## src/rtl/uart_tx_fsm.sv

```systemverilog
// -----------------------------------------------------------------------------
// uart_tx_fsm
//
// UART transmitter. It serialises one parallel word per frame onto tx_out in
// this order: start bit (0), DATA_WIDTH data bits LSB first, an optional parity
// bit, and one stop bit (1). Every bit lasts CLKS_PER_BIT clock cycles. The
// block contains its own baud-tick divider and bit-index counter.
//
// Ports
//   clk       in   system clock; all logic is on the rising edge
//   hard_rst  in   synchronous, active-high reset; abandons any frame in flight
//   tx_valid  in   client has a word to send (only looked at in IDLE)
//   tx_data   in   word to send; sampled on acceptance
//   tx_ready  out  high only in IDLE
//   tx_out    out  registered serial line, idle-high
//   tx_busy   out  frame in progress (state != IDLE)
//   tx_done   out  one-cycle pulse on the IDLE cycle that follows STOP
// -----------------------------------------------------------------------------
module uart_tx_fsm #(
    parameter int DATA_WIDTH   = 8,
    parameter int CLKS_PER_BIT = 16,
    parameter int PARITY_EN    = 1,
    parameter int PARITY_ODD   = 0
) (
    input  logic                  clk,
    input  logic                  hard_rst,
    input  logic                  tx_valid,
    input  logic [DATA_WIDTH-1:0] tx_data,
    output logic                  tx_ready,
    output logic                  tx_out,
    output logic                  tx_busy,
    output logic                  tx_done
);

    localparam int CNT_W = $clog2(CLKS_PER_BIT);
    localparam int IDX_W = (DATA_WIDTH > 1) ? $clog2(DATA_WIDTH) : 1;
    localparam logic [CNT_W-1:0] CNT_MAX = CNT_W'(CLKS_PER_BIT - 1);
    localparam logic [IDX_W-1:0] IDX_MAX = IDX_W'(DATA_WIDTH - 1);
    localparam logic             PAR_INV = (PARITY_ODD != 0);

    typedef enum logic [2:0] {
        S_IDLE,
        S_START,
        S_DATA,
        S_PARITY,
        S_STOP
    } state_t;

    state_t                state_q, state_d;
    logic [CNT_W-1:0]      cnt_q, cnt_d;
    logic [IDX_W-1:0]      idx_q, idx_d;
    logic [DATA_WIDTH-1:0] shreg_q, shreg_d;
    logic                  par_q, par_d;
    logic                  tx_out_q, tx_out_d;
    logic                  done_q, done_d;
    logic                  bit_end;

    // ---- next-state / datapath ----
    always_comb begin
        state_d = state_q;
        cnt_d   = cnt_q;
        idx_d   = idx_q;
        shreg_d = shreg_q;
        par_d   = par_q;
        done_d  = 1'b0;
        bit_end = (cnt_q == CNT_MAX);

        // Baud divider runs in every non-IDLE state and wraps on bit_end;
        // since states only change on bit_end, this also clears it on
        // every transition.
        if (state_q != S_IDLE) begin
            cnt_d = bit_end ? '0 : cnt_q + 1'b1;
        end

        case (state_q)
            S_IDLE: begin
                if (tx_valid) begin
                    shreg_d = tx_data;
                    par_d   = (^tx_data) ^ PAR_INV;
                    cnt_d   = '0;
                    state_d = S_START;
                end
            end
            S_START: begin
                if (bit_end) state_d = S_DATA;
            end
            S_DATA: begin
                if (bit_end) begin
                    shreg_d = shreg_q >> 1;
                    if (idx_q == IDX_MAX) begin
                        idx_d   = '0;
                        state_d = (PARITY_EN != 0) ? S_PARITY : S_STOP;
                    end else begin
                        idx_d = idx_q + 1'b1;
                    end
                end
            end
            S_PARITY: begin
                if (bit_end) state_d = S_STOP;
            end
            S_STOP: begin
                if (bit_end) begin
                    state_d = S_IDLE;
                    done_d  = 1'b1;
                end
            end
            default: state_d = S_IDLE;
        endcase

        // tx_out is registered, so it is derived from the state being entered.
        case (state_d)
            S_START:  tx_out_d = 1'b0;
            S_DATA:   tx_out_d = shreg_d[0];
            S_PARITY: tx_out_d = par_d;
            default:  tx_out_d = 1'b1;
        endcase
    end

    // ---- state register ----
    always_ff @(posedge clk) begin
        if (hard_rst) begin
            state_q  <= S_IDLE;
            cnt_q    <= '0;
            idx_q    <= '0;
            shreg_q  <= '0;
            par_q    <= 1'b0;
            tx_out_q <= 1'b1;
            done_q   <= 1'b0;
        end else begin
            state_q  <= state_d;
            cnt_q    <= cnt_d;
            idx_q    <= idx_d;
            shreg_q  <= shreg_d;
            par_q    <= par_d;
            tx_out_q <= tx_out_d;
            done_q   <= done_d;
        end
    end

    assign tx_out   = tx_out_q;
    assign tx_done  = done_q;
    assign tx_busy  = (state_q != S_IDLE);
    assign tx_ready = (state_q == S_IDLE);

endmodule

```

## config.mk

```make
export PLATFORM = sky130hd
export DESIGN_NAME = uart_tx_fsm
export DESIGN_NICKNAME = d
export VERILOG_FILES = /design/src/rtl/uart_tx_fsm.sv
export SDC_FILE = /design/constraint.sdc
export NUM_CORES = 1
export LEC_CHECK = 0
export ABC_AREA = 0
export CORE_ASPECT_RATIO = 1.5
export CORE_MARGIN = 5
export CORE_UTILIZATION = 45
export DETAILED_ROUTE_END_ITERATION = 8
export HOLD_SLACK_MARGIN = 0.05
export PLACE_DENSITY_LB_ADDON = 0.3
export SYNTH_ARGS = -nofsm -noshare
export SYNTH_HDL_FRONTEND = slang
export SYNTH_SLANG_ARGS = --single-unit
export TNS_END_PERCENT = 5
```

## constraint.sdc

```tcl
create_clock -name clk -period 5.7 [get_ports clk]
set_clock_uncertainty 0.15 [all_clocks]
set_input_delay 1.425 -clock clk [delete_from_list [all_inputs] [get_ports clk]]
set_output_delay 1.425 -clock clk [all_outputs]
set_load 0.05 [all_outputs]
```

==> flow_summary.ini, run 1 <==
[run_status]
status = completed

[worst_setup_path]
cp.required_ns = 4.12
setup.worst_path.end_class = primary output
crit-reg2reg-capture = tx_out$_SDFF_PP1_
r2r_slack_ns = 3.29
startpoint_type = flip-flop
arrival_ns = 2.22
crit_fanout = 10
worst-r2r-cell-count = 4
rr_startpoint = state_q[2]$_SDFF_PP0_
critPathKind = reg -> out

[timing]
whs_ns = 0.313
setup_viol = 0
fmax_mhz = 263
finalHoldViolCount = 0
worst_slew_pin_slew_ns = 0.754
finalCriticalPeriod_ns = 3.80
finalCritPeriodShare_pct = 66.6
slew_headroom_pct = 49.5
tns_ns = 0
rsz0062_at_grt = no
final_max_slew_viol_count = 0
worst_slack_ns = 1.90

[route]
viasPerCell = 5.72
drt_wl_total_um = 1940
drt_iter0_drc = 18
avgRoutedWirePerCell_um = 13.3
num_vias = 835
route.detailed.drc = 0
dr.pass1.iters = 4
drtAntennaViolNets = 0

[place]
dpl_worst_slack_ns = 1.87
gp_congestion = 0.714
dp_hpwl_um = 1490
dp_cells = 142
io_buffers = 14

[floorplanning]
rows = 21
core_area_um2 = 2210
die_h_um = 68.4
initial_core_util_pct = 46.4
die_area_um2 = 3350
chipWidth_um = 49.0
io-pin-count = 15

[cts]
root_buffer = clkbuf_4
cts_sinks = 21
post_cts_buffers = 0
htreeDepth = 1
tritoncts = yes
cts_hold_buffers = 0
clock_path_buffers = 2
cts.repair.resized = 0
cts_buffers = 3
clkLatencyLatePin_ns = 0.29
clkTransAtPathRegs_ns = 0.11

[yosys]
postSynthCellCount = 113
synth_fp_nets = 127
synthesis.area_um2 = 1020
yosysUniqueCellTypes = 34
yosysWarnings = 0
seq_area_frac_synth_pct = 41.0
ys_async_sr_fraction_pct = 0
syn_avg_cell_area_um2 = 9.07
synth-seq-cells = 21
ys.flop_type = dfxtp_1
synth_edf_count = 0

[power_and_ir_drop]
ir_drop_mv = 0.140
power.density_nw_per_um2 = 229
finalPower_mw = 0.270
cellLeakagePower_nw = 0.418

[hold_path]
hold_end = shreg_q[3]$_SDFFE_PP0P_
min-delay-start = shreg_q[3]$_SDFFE_PP0P_
holdPathStages = 2
min_path_type = reg -> reg

[layout]
area_growth_pct = 15.0
drive_above_1_share_pct = 6.50
n_antenna_cell = 0
multi_input_area_um2 = 559
final_cells = 146
fill_cells = 220
nNetsFinal = 138
layout.area.seq_um2 = 420

[global_route]
grt_pass1_vias = 849
gr-total-overflow = 0
grt_usage_pct = 12.4
grt_max_degree = 22
antenna_found_initial = 0
grt_first_pass_wirelength_um = 3350

[flow_run]
cap_violations = 0
layout by cell type (no fill, tap or decap), types with 2 or more instances in the layout:
| cell type | n |
|---|---|
| clkbuf_4 | 3 |
| o21ai_0 | 2 |
| nand3b_1 | 3 |
| nand2_1 | 9 |
| xnor2_1 | 8 |
| a22oi_1 | 7 |
| nor3_1 | 2 |
| nor2_1 | 11 |
| a21oi_1 | 13 |
| nand3_1 | 2 |
| mux2i_1 | 3 |
| clkdlybuf4s50_1 | 14 |
| or3_1 | 3 |
| dfxtp_1 | 21 |
| ha_1 | 3 |
flip-flops by register name, indices dropped and copies added (netlist names):
register / flops
shreg_q: 8
state_q: 3
cnt_q: 4
idx_q: 3
par_q: 1
tx_out: 1
tx_done: 1
layer usage:
metal  vias to the layer above  share of wire (%)  global-route usage [%]
met5                         -                  0                       0
met4                         0               0.62                    4.71
met3                         2                4.5                    3.05
met2                        13                 56                    25.3
met1                       394                 39                    11.7
li1                        426                  -                       -
how the worst max path moves through the flow:
stage                     startpoint                 to  slack (ns)  depth (start not counted)
2_1_floorplan  state_q[2]$_SDFF_PP0_           tx_ready        2.52                          4
3_3_place_gp                tx_valid  tx_out$_SDFF_PP1_        1.96                          5
3_5_place_dp                tx_valid  tx_out$_SDFF_PP1_        1.87                          5
4_1_cts        state_q[2]$_SDFF_PP0_           tx_ready        1.90                          3
5_1_grt        state_q[2]$_SDFF_PP0_           tx_ready        1.81                          3
6_report       state_q[2]$_SDFF_PP0_           tx_ready        1.90                          3
metrics by stage:
stage / instance area, µm² / utilization, %
global placement: 1150 / 52.2
CTS: 1180 / 53.4
global route: 1180 / 53.4
finish: 1180 / 53.4
floorplan: 1020 / -
detailed placement: 1150 / 52.2
synthesized netlist by cell type, types with 2 or more instances:
cell | count | area (µm²)
clkbuf_1 | 4 | 15.0
xnor2_1 | 8 | 70.1
or3_1 | 3 | 18.8
o21ai_0 | 2 | 10.0
nor2_1 | 11 | 41.3
nand3b_1 | 3 | 22.5
nand2_1 | 9 | 33.8
dfxtp_1 | 21 | 420
a21oi_1 | 13 | 65.1
ha_1 | 3 | 37.5
a22oi_1 | 7 | 52.6
buf_2 | 3 | 15.0
nor3_1 | 2 | 10.0
nand3_1 | 2 | 10.0
mux2i_1 | 3 | 30.0
critical path, stage by stage, from the launching register on:
cell and delay [ns]:
dfxtp_1 0.44, or3_1 0.48, inv_1 0.18, clkdlybuf4s50_1 0.83
cells by family (layout without fill, tap and decap cells):
| kind of cell | Yosys count | count (layout) | synth area share (%) |
|---|---|---|---|
| adder cells (fa/ha/maj) | 3 | 3 | 3.66 |
| flip-flops | 21 | 21 | 41.0 |
| AND/OR/NAND/NOR | 41 | 41 | 23.2 |
| multiplexers | 3 | 3 | 2.93 |
| AO/OA/AOI/OAI | 28 | 28 | 17.9 |
| buffers and inverters | 9 | 19 | 4.39 |
| XOR/XNOR | 8 | 8 | 6.84 |
layout make-up:
type	instances	area share (%)
clock buffer	4	2.23
inverter	1	0.318
multi-input combinational	83	47.5
sequential	21	35.7
tap	23	2.44
timing repair buffer	14	11.9
report_power, final:
group / total, mW / internal [mW] / switching (mW)
combinational: 0.0458 / 0.0221 / 0.0237
sequential: 0.157 / 0.153 / 0.00412
clock: 0.0678 / 0.0272 / 0.0406
total: 0.270 / 0.202 / 0.0685
Note: power is estimated with default switching activity, not from simulation.
==> run 2, diff against run 1 <==
==> constraint.sdc (replaced) <==
create_clock -name clk -period 3.3 [get_ports clk]
set_clock_uncertainty 0.15 [all_clocks]
set_input_delay 0.825 -clock clk [delete_from_list [all_inputs] [get_ports clk]]
set_output_delay 0.825 -clock clk [all_outputs]
set_load 0.05 [all_outputs]
==> flow_summary.ini, run 2 (same netlist as run 1, synthesis figures left out) <==
[route]
dr.pass1.iters = 5
drtAntennaViolNets = 0
wl_met3_um = 86
wl_met1_um = 754
num_vias = 846
avgRoutedWirePerCell_um = 12.6
viasPerCell = 5.76
drt_wl_total_um = 1850
wl_met2_um = 978
route.detailed.drc = 0
drt_iter0_drc = 18
routed.top_layer = met4

[timing]
rsz0062_at_grt = no
fmax_mhz = 314
final_max_slew_viol_count = 0
slew_headroom_pct = 50.5
whs_ns = 0.316
worst_slew_pin_slew_ns = 0.740
finalCritPeriodShare_pct = 96.6
tns_ns = 0
finalHoldViolCount = 0
finalCriticalPeriod_ns = 3.19
setup_viol = 0

[cts]
cts_sinks = 21
cts.repair.resized = 0
root_buffer = clkbuf_4
tritoncts = yes
cts_buffers = 3
post_cts_buffers = 0
clock_path_buffers = 2
clkTransAtPathRegs_ns = 0.11
clkLatencyLatePin_ns = 0.30
cts_hold_buffers = 0
htreeDepth = 1

[floorplanning]
rows = 21
core_area_um2 = 2210
initial_core_util_pct = 46.4
io-pin-count = 15
die_area_um2 = 3350
chipWidth_um = 49.0
die_h_um = 68.4

[flow_run]
cap_violations = 0

[hold_path]
min_path_type = reg -> reg

[layout]
final_cells = 147
fill_cells = 227
top_register = shreg_q
area_growth_pct = 15.8
drive_above_1_share_pct = 7.26
nNetsFinal = 139
final_common_cell = dfxtp_1
largest_reg_flops = 8
layout_common_cells = dfxtp_1 (21), clkdlybuf4s50_1 (14), a21oi_1 (13)
reg_top3 = shreg_q (8), cnt_q (4)
n_antenna_cell = 0

[worst_setup_path]
cp.required_ns = 2.32
arrival_ns = 2.21
r2r_slack_ns = 1.07
cp_cell_sequence = or3_1, inv_1, clkdlybuf4s50_1
critical_path.max_stage_delay_ns = 0.83
startpoint_type = flip-flop
critPathKind = reg -> out
crit_fanout = 10
worst-path-buf-inv = 2
critical_path.top_delay_family = buffers and inverters
critPathSlowestCell = clkdlybuf4s50_1
setup.worst_path.end_class = primary output

[place]
gp_congestion = 0.743
dp_cells = 143
io_buffers = 14
dp_hpwl_um = 1420

[global_route]
antenna_found_initial = 0
grt_pass1_vias = 786
gr-total-overflow = 0
grt_usage_pct = 12.1
grt_max_degree = 22
grt_first_pass_wirelength_um = 3190

[run_status]
status = completed

[power_and_ir_drop]
power.density_nw_per_um2 = 397
ir_drop_mv = 0.225
cellLeakagePower_nw = 0.423
==> run 2: routing by layer <==
metal  GRT usage [%]  vias up
met5               0        -
met4            5.05        0
met3            2.18        4
met2            24.3       19
met1            11.8      396
li1                -      427
==> run 2: cell type report <==
class	count	area (µm²)	share of cell area, %
inverter	1	3.75	0.316
multi-input combinational	83	559	47.2
clock buffer	4	26.3	2.22
timing repair buffer	15	148	12.4
sequential	21	420	35.4
tap	23	28.8	2.43
==> run 2: through the flow <==
step	total power [mW]	worst slack, ns	area [µm²]	util [%]
after floorplan	0.328	0.725	1020	-
after global placement	0.355	0.276	1160	52.6
after detailed placement	0.357	0.210	1160	52.6
after CTS	0.476	0.107	1190	53.7
after global routing	0.492	0.0199	1190	53.7
final	0.470	0.113	1190	53.7
==> run 2: path summary, 6_finish.rpt <==
| check | endpoint | start | cells after the start |
|---|---|---|---|
| worst min-delay path | shreg_q[5]$_SDFFE_PP0P_ | shreg_q[5]$_SDFFE_PP0P_ | 2 |
| worst min register to register | shreg_q[5]$_SDFFE_PP0P_ | shreg_q[5]$_SDFFE_PP0P_ | 2 |
| worst max-delay path | tx_ready | state_q[2]$_SDFF_PP0_ | 3 |
| worst max register to register | tx_out$_SDFF_PP1_ | state_q[2]$_SDFF_PP0_ | 4 |
==> run 2: report_power, final <==
part           leakage [nW]  internal, mW  switching, mW
logic                 0.236        0.0392         0.0399
registers             0.171         0.264        0.00702
clock network        0.0150        0.0471         0.0736
==> run 2: worst reg2reg max path, cell delays in order (launching register included) <==
cell      delay, ns
dfxtp_1        0.43
nor4b_4        0.73
a21oi_2        0.07
a2111o_1       0.43
a221o_1        0.33
==> run 3, diff against run 2 <==
--- a/config.mk
+++ b/config.mk
@@ -12,6 +12,7 @@
 export DETAILED_ROUTE_END_ITERATION = 8
 export HOLD_SLACK_MARGIN = 0.05
 export PLACE_DENSITY_LB_ADDON = 0.3
+export SETUP_SLACK_MARGIN = 0.5
 export SYNTH_ARGS = -nofsm -noshare
 export SYNTH_HDL_FRONTEND = slang
 export SYNTH_SLANG_ARGS = --single-unit
==> flow_summary.ini, run 3 (same netlist as run 1, synthesis figures left out) <==
[cts]
root_buffer = clkbuf_4
post_cts_buffers = 0
tritoncts = yes
clkLatencyLatePin_ns = 0.30
clock_path_buffers = 2
cts_hold_buffers = 0
clkTransAtPathRegs_ns = 0.11
cts_sinks = 21
cts_buffers = 3
htreeDepth = 1

[timing]
finalHoldViolCount = 0
final_max_slew_viol_count = 0
finalCriticalPeriod_ns = 2.75
slew_headroom_pct = 50.4
tns_ns = 0
worst_slew_pin_slew_ns = 0.742
fmax_mhz = 363
worst_slack_ns = 0.548
finalCritPeriodShare_pct = 83.4
setup_viol = 0
rsz0062_at_grt = yes

[worst_setup_path]
startpoint_type = input port
critPathKind = in -> reg
crit_fanout = 14
setup.worst_path.end_class = flip-flop
cp.required_ns = 3.35
r2r_slack_ns = 1.08
arrival_ns = 2.80

[global_route]
gr-total-overflow = 0
grt_pass1_vias = 786
antenna_found_initial = 0
grt_usage_pct = 12.1
grt_first_pass_wirelength_um = 3190
grt_max_degree = 22

[power_and_ir_drop]
cellLeakagePower_nw = 0.425
power.density_nw_per_um2 = 397
ir_drop_mv = 0.224

[route]
num_vias = 834
avgRoutedWirePerCell_um = 12.5
dr.pass1.iters = 4
drt_iter0_drc = 19
viasPerCell = 5.67
route.detailed.drc = 0
drtAntennaViolNets = 0
drt_wl_total_um = 1840

[place]
dpl_worst_slack_ns = 0.210
place_area_um2 = 1160
io_buffers = 14
dp_cells = 143
gp_congestion = 0.743
dp_hpwl_um = 1420

[floorplanning]
core_area_um2 = 2210
rows = 21
initial_core_util_pct = 46.4
chipWidth_um = 49.0
die_h_um = 68.4
die_area_um2 = 3350
io-pin-count = 15

[layout]
final_common_cell = dfxtp_1
area_growth_pct = 15.1
layout_common_cells = dfxtp_1 (21), a21oi_1 (13), clkdlybuf4s50_1 (12)
fin_area_um2 = 1180
largest_reg_flops = 8
fill_cells = 228
multi_input_area_um2 = 559
drive_above_1_share_pct = 8.06
final_util_pct = 53.5
n_antenna_cell = 0
reg_top3 = shreg_q (8), cnt_q (4)
final_cells = 147
nNetsFinal = 139
layout.area.seq_um2 = 420
top_register = shreg_q

[hold_path]
min_path_type = reg -> reg

[flow_run]
cap_violations = 0

[run_status]
status = completed
-- run 3: cell count changes in the layout (fill, tap and decap cells not counted) --
| cell | before | now |
|---|---|---|
| clkbuf_2 | 0 | 1 |
| clkdlybuf4s50_1 | 14 | 12 |
| dlygate4sd2_1 | 0 | 1 |
-- run 3: final timing paths --
path	from	to	cells after the start
worst max-delay path	tx_valid	tx_out$_SDFF_PP1_	5
worst min-delay path	shreg_q[5]$_SDFFE_PP0P_	shreg_q[5]$_SDFFE_PP0P_	2
worst max register to register	state_q[2]$_SDFF_PP0_	tx_out$_SDFF_PP1_	4
worst min register to register	shreg_q[5]$_SDFFE_PP0P_	shreg_q[5]$_SDFFE_PP0P_	2
-- run 3: worst max-delay path: stages --
cell and delay, ns:
clkdlybuf4s50_1 0.52, nor4b_4 0.63, a21oi_2 0.06, a2111o_1 0.43
a221o_1 0.33
-- run 3: per-stage QoR --
step                hold WS (ns)  power [mW]
floorplan                  0.287       0.328
global placement           0.293       0.355
detailed placement         0.308       0.357
CTS                        0.324       0.475
global route               0.346       0.491
finish                     0.316       0.469
-- run 3: power breakdown --
part           internal (mW)  switching (mW)
combinational         0.0377          0.0398
sequential             0.264         0.00701
clock                 0.0471          0.0734
-- run 3: area by class of cell --
class,instances,share of cell area (%)
Clock buffer,4,2.23
Inverter,1,0.318
Multi-Input combinational cell,83,47.4
Sequential cell,21,35.6
Tap cell,23,2.44
Timing Repair Buffer,15,12.0
-- run 3: metal layers --
layer | vias to the layer above | track usage [%] | share of wire (%)
li1 | 428 | - | -
met1 | 389 | 11.8 | 42
met2 | 13 | 24.3 | 53
met3 | 4 | 2.18 | 3.6
met4 | 0 | 5.05 | 1.4
met5 | - | 0 | 0
-- run 3: what timing repair did --
action,4_1_cts,5_1_grt
endpoints found under the hold margin,0,0
resized for setup,3,1
endpoints found under the setup margin,2,2
pin swaps,0,0
